`src/rtl/vortex_dcr_receiver.sv`:
```
// Vortex-side DCR write endpoint: accepts one buffered message, range-checks
// it, waits out vx_busy, then pulses the Vortex DCR write port.
module vortex_dcr_receiver #(
    parameter int VX_DCR_ADDR_WIDTH = 8,
    parameter int VX_DCR_DATA_WIDTH = 32,
    parameter logic [VX_DCR_ADDR_WIDTH-1:0] ADDR_MIN = 8'h01,
    parameter logic [VX_DCR_ADDR_WIDTH-1:0] ADDR_MAX = 8'h3F,
    parameter int GAP_CYCLES = 2,
    parameter int CNT_WIDTH = 16
) (
    input  logic                         clk,
    input  logic                         rst,
    input  logic                         in_valid,
    input  logic [VX_DCR_ADDR_WIDTH-1:0] in_addr,
    input  logic [VX_DCR_DATA_WIDTH-1:0] in_data,
    output logic                         in_rdy,
    input  logic                         vx_busy,
    output logic                         dcr_wr_valid,
    output logic [VX_DCR_ADDR_WIDTH-1:0] dcr_wr_addr,
    output logic [VX_DCR_DATA_WIDTH-1:0] dcr_wr_data,
    output logic [CNT_WIDTH-1:0]         wr_count,
    output logic                         drop_err,
    input  logic                         err_clr
);

    typedef enum logic [1:0] {IDLE, PEND, ISSUE, GAP} state_t;

    localparam logic [3:0] GAP_LD = 4'(GAP_CYCLES);

    state_t                         state_q, state_d;
    logic [VX_DCR_ADDR_WIDTH-1:0]   hold_addr_q, hold_addr_d;
    logic [VX_DCR_DATA_WIDTH-1:0]   hold_data_q, hold_data_d;
    logic                           wr_valid_q, wr_valid_d;
    logic [VX_DCR_ADDR_WIDTH-1:0]   wr_addr_q, wr_addr_d;
    logic [VX_DCR_DATA_WIDTH-1:0]   wr_data_q, wr_data_d;
    logic [CNT_WIDTH-1:0]           wr_count_q, wr_count_d;
    logic                           drop_err_q, drop_err_d;
    logic [3:0]                     gap_q, gap_d;
    logic                           drop_set;
    logic                           addr_ok;

    assign addr_ok = (hold_addr_q >= ADDR_MIN) && (hold_addr_q <= ADDR_MAX);

    // Gated by rst so the sender never sees ready during reset.
    assign in_rdy = (state_q == IDLE) && !vx_busy && !rst;

    always_comb begin
        state_d     = state_q;
        hold_addr_d = hold_addr_q;
        hold_data_d = hold_data_q;
        wr_valid_d  = 1'b0;
        wr_addr_d   = wr_addr_q;
        wr_data_d   = wr_data_q;
        wr_count_d  = wr_count_q;
        gap_d       = gap_q;
        drop_set    = 1'b0;
        unique case (state_q)
            IDLE: begin
                if (in_valid && in_rdy) begin
                    hold_addr_d = in_addr;
                    hold_data_d = in_data;
                    state_d     = PEND;
                end
            end
            PEND: begin
                if (!addr_ok) begin
                    drop_set = 1'b1;
                    if (GAP_CYCLES == 0) begin
                        state_d = IDLE;
                    end else begin
                        state_d = GAP;
                        gap_d   = GAP_LD;
                    end
                end else if (!vx_busy) begin
                    state_d    = ISSUE;
                    wr_valid_d = 1'b1;
                    wr_addr_d  = hold_addr_q;
                    wr_data_d  = hold_data_q;
                    wr_count_d = wr_count_q + 1'b1;
                end
            end
            ISSUE: begin
                if (GAP_CYCLES == 0) begin
                    state_d = IDLE;
                end else begin
                    state_d = GAP;
                    gap_d   = GAP_LD;
                end
            end
            GAP: begin
                gap_d = gap_q - 1'b1;
                if (gap_q <= 4'd1) begin
                    state_d = IDLE;
                end
            end
            default: state_d = IDLE;
        endcase
        // A new drop in the same cycle as a clear keeps the flag set.
        drop_err_d = drop_set | (drop_err_q & ~err_clr);
    end

    always_ff @(posedge clk or posedge rst) begin
        if (rst) begin
            state_q     <= IDLE;
            hold_addr_q <= '0;
            hold_data_q <= '0;
            wr_valid_q  <= 1'b0;
            wr_addr_q   <= '0;
            wr_data_q   <= '0;
            wr_count_q  <= '0;
            drop_err_q  <= 1'b0;
            gap_q       <= '0;
        end else begin
            state_q     <= state_d;
            hold_addr_q <= hold_addr_d;
            hold_data_q <= hold_data_d;
            wr_valid_q  <= wr_valid_d;
            wr_addr_q   <= wr_addr_d;
            wr_data_q   <= wr_data_d;
            wr_count_q  <= wr_count_d;
            drop_err_q  <= drop_err_d;
            gap_q       <= gap_d;
        end
    end

    assign dcr_wr_valid = wr_valid_q;
    assign dcr_wr_addr  = wr_addr_q;
    assign dcr_wr_data  = wr_data_q;
    assign wr_count     = wr_count_q;
    assign drop_err     = drop_err_q;

endmodule

```
`config.mk`:
```
export PLATFORM = sky130hd
export DESIGN_NAME = vortex_dcr_receiver
export DESIGN_NICKNAME = d
export VERILOG_FILES = /design/src/rtl/vortex_dcr_receiver.sv
export SDC_FILE = /design/constraint.sdc
export NUM_CORES = 1
export LEC_CHECK = 0
export CAP_MARGIN = 10
export CELL_PAD_IN_SITES_DETAIL_PLACEMENT = 1
export CELL_PAD_IN_SITES_GLOBAL_PLACEMENT = 2
export CORE_AREA = 2 2 126 128
export CTS_CLUSTER_SIZE = 12
export DETAILED_ROUTE_END_ITERATION = 8
export DIE_AREA = 0 0 128 130
export PLACE_DENSITY = 0.86
export SYNTH_ARGS = -nofsm -noshare
export SYNTH_HDL_FRONTEND = slang
export SYNTH_SLANG_ARGS = --single-unit
```
`constraint.sdc`:
```
create_clock -name clk -period 2.86 [get_ports clk]
set_input_delay 0.286 -clock clk [delete_from_list [all_inputs] [get_ports clk]]
set_output_delay 0.286 -clock clk [all_outputs]
set_load 0.02 [all_outputs]
```
==> summary.md <==
| Metric | Value |
|---|---|
| Post-Synth XOR/XNOR Area | 3.116% |
| Reg power frac | 42.8% |
| Sw Pwr | 0.002049 W |
| Number of setup violations in the final report | 0 |
| Layout cells sized above 1 | 14.67% |
| Synth top area share | 61.72% |
| Buffer and inverter count on the worst path | 2 |
| Status | finished clean |
| CP startpoint kind | flop |
| Clock Latency Late Sink | 0.34 ns |
| Initial Util | 27.34% |
| Final Hold Fails | 0 |
| Mean post-synth cell area | 11.30 um^2 |
| Max-cap violations | 0 |
| Cell Chain, Critical Path | or4_4, o21ai_4, buf_4, buf_4, nand2_1, nand2_1 |
| Leak | 2.656 nW |
| DIE AREA | 16640 um^2 |
| CP endpoint kind | flop |
| Post-Synth Simple-Gate Area | 16.56% |
| Post-Syn Area | 4217 um^2 |
| Mapped Cells | 373 |
| Grt ovf | 0 |
| Rel. slew slack | 60.76% |
| GRT Total Usage | 13.25% |
| Post-synth EDFFs | 0 |
| Seq/Total Area, Yosys | 61.72% |
| Cts repair resizes | 0 |
| TritonRoute pass-1 iters | 4 |
| Post-CTS setup buffers | 0 |
| Total core area | 15420 um^2 |
| Commonest non-fill, non-tap cells in the layout | 126 x nand2_1, 104 x dfrtp_1, 103 x clkdlybuf4s50_1 |
| Actual slew at the worst max-slew pin | 0.5885 ns |
| Synth Warn # | 0 |
| Initial antenna violation count | 0 |
| CTS Buf Count | 9 |
| Max-slew violation count | 0 |
| Via count | 3046 |
| Per-cell routed wire length | 15.57 um |
| Combinational Power Share | 37.6% |
| Yosys cell types | 35 |
| Antenna Cells | 0 |
| Vias per inst | 4.506 |
| Synth Area in Adders | 2.077% |
| Required @ worst endpoint | 3.14 ns |
| Final setup TNS | 0 ns |
| Internal power | 0.003794 W |
| Hold/Removal Path Class | in -> async |
| Post-synth ARST share | 100.0% |
| Synth Area in Compound Gates | 2.849% |
| Largest family of logic cells by synthesized area | simple AND/OR/NAND/NOR gates |
| Mux contribution to synthesized area | 11.22% |
| CP max FO | 18 |
| DP Worst Slack | 0.4957 ns |
| WP data arrival | 2.60 ns |
| Cell count along the critical path | 6 |
| Clk Tree Root Cell | clkbuf_16 |
| Worst-path clk slew | 0.07 ns |
| Post-route ant nets | 0 |
| Crit Path Class | reg -> reg |
| Fmax | 0.4308 GHz |
| Leading cell type in the layout, fill and taps excluded | nand2_1 |
| Largest net degree at the start of global routing | 105 |
| Sw Ratio | 35.07% |
| Io pins | 104 |
| CTS tree | done |
| PnR worst setup slack | 0.5389 ns |
| Crit share post-route | 81.16% |
| Top_reg_cell synth | dfrtp_1 |
| DRC | 0 |
| Final Critical Period | 2.321 ns |
| H-Tree Depth | 3 |
| Syn_nets | 425 |
| Post-route core utilization | 37.51% |
| Overall die height | 130 um |
| Vias in the first global route | 3415 |
| Iter 0 DRT Violations | 92 |
| Fin Hold WS | 0.4641 ns |
| Routability cong. | 0.7365 |
| Worst VDD drop | 0.3443 mV |
| Area grow syn2layout | 37.21% |
| PwrDens | 1010 nW/um^2 |
| Clock Skews | 0.007875 ns |
| Worst path slowest cell | or4_4 |
| Post-synthesis register bit count | 104 |
| RSZ-0062 raised after global routing | false |
| HPWL Detailed | 7.280 mm |
| Post-Route WL | 10.52 mm |
| Clock Path Buffers | 2 |
| Yosys top cell by area | dfrtp_1 |
| Port-buffer cells | 103 |
| Clock power frac | 19.6% |
| Max incr delay on CP | 0.59 ns |
| Die width | 128 um |
| Top post-synthesis cells by area | dfrtp_1 62%, nand2_1 11%, mux2_2 11% |
| Cell family with most CP delay | simple AND/OR/NAND/NOR gates |
| Final nets | 531 |
| FP Rows | 46 |
| FF-to-FF path depth | 6 |
| Clk sinks | 104 |
| First-pass GRT wire length | 17.16 mm |
| CTS Hold Bufs | 0 |
cell type report:
class	count	area [um^2]
Timing Repair Buffer	109	1101
Clock inverter	6	35.03
Fill cell	1685	9639
Tap cell	192	240.2
Multi-Input combinational cell	243	1519
Clock buffer	10	239.0
Sequential cell	104	2603
Inverter	12	48.80
worst paths after layout:
path                                  from         endpoint  slack (ns)
hold / removal                         rst   hold_addr_q[7]        0.46
min in group clk           hold_data_q[19]  dcr_wr_data[19]        0.47
max in group asynchronous              rst  dcr_wr_data[12]        1.92
setup reg to reg            hold_addr_q[5]  dcr_wr_data[21]        0.54
setup / recovery            hold_addr_q[5]  dcr_wr_data[21]        0.54
hold reg to reg            hold_data_q[19]  dcr_wr_data[19]        0.47
routing by layer:
layer,wire length (um),vias to the layer above,global-route usage (%)
met5,0,-,0
met4,205,0,5.236
met3,588,12,4.346
met2,4924,68,20.98
met1,4805,1524,16.93
li1,-,1442,-
Yosys cell counts, types with 2 or more instances:
cell,instances
buf_1,3
buf_2,5
nand4_1,5
a21oi_1,2
or2_2,2
nor2_1,7
clkbuf_1,6
dfrtp_1,104
xor2_1,5
nand3_1,8
o21ai_0,3
mux2_2,41
nor4_1,4
a211oi_1,2
nand2_1,126
ha_1,7
nor3_1,3
a32o_1,2
inv_1,11
xnor2_1,10
and2_1,3
cell families (layout without fill, tap and decap cells):
| group | Yosys count | after routing |
|---|---|---|
| adders and majority gates | 7 | 7 |
| DFF | 104 | 104 |
| AOI/OAI and AO/OA | 16 | 16 |
| muxes | 42 | 42 |
| buffers and inverters | 26 | 137 |
| and+or+nand+nor | 163 | 163 |
| xor gates and xnor gates | 15 | 15 |
state kept, by name, indices dropped and copies added, names as in the netlist:
register / flops
dcr_wr_valid: 1
drop_err: 1
hold_addr_q: 8
dcr_wr_data: 32
state_q: 2
gap_q: 4
wr_count: 16
dcr_wr_addr: 8
hold_data_q: 32
power groups by stage:
stage          combinational [W]  clock [W]  sequential (W)
2_1_floorplan           0.000936          0         0.00278
3_3_place_gp             0.00214          0         0.00250
3_5_place_dp             0.00223          0         0.00253
4_1_cts                  0.00224    0.00120         0.00251
5_1_grt                  0.00241    0.00125         0.00260
6_report                 0.00220    0.00114         0.00250
worst reg2reg max path: cells and delay by family, from the launching register on:
| kind | cells | cell delay (ns) |
|---|---|---|
| compound gates | 1 | 0.46 |
| simple gates | 3 | 0.78 |
| flops | 1 | 0.41 |
| buf+inv | 2 | 0.61 |
through the flow:
| step | power (W) | instances | cell area, um^2 |
|---|---|---|---|
| 3_5_place_dp | 0.004761 | 660 | 5512 |
| 5_1_grt | 0.006258 | 676 | 5786 |
| 3_3_place_gp | 0.004641 | 660 | 5512 |
| 4_1_cts | 0.005953 | 676 | 5786 |
| 6_report | 0.005843 | 676 | 5786 |
| 2_1_floorplan | 0.003719 | 373 | 4220 |
(Power assumes the default switching activity.)
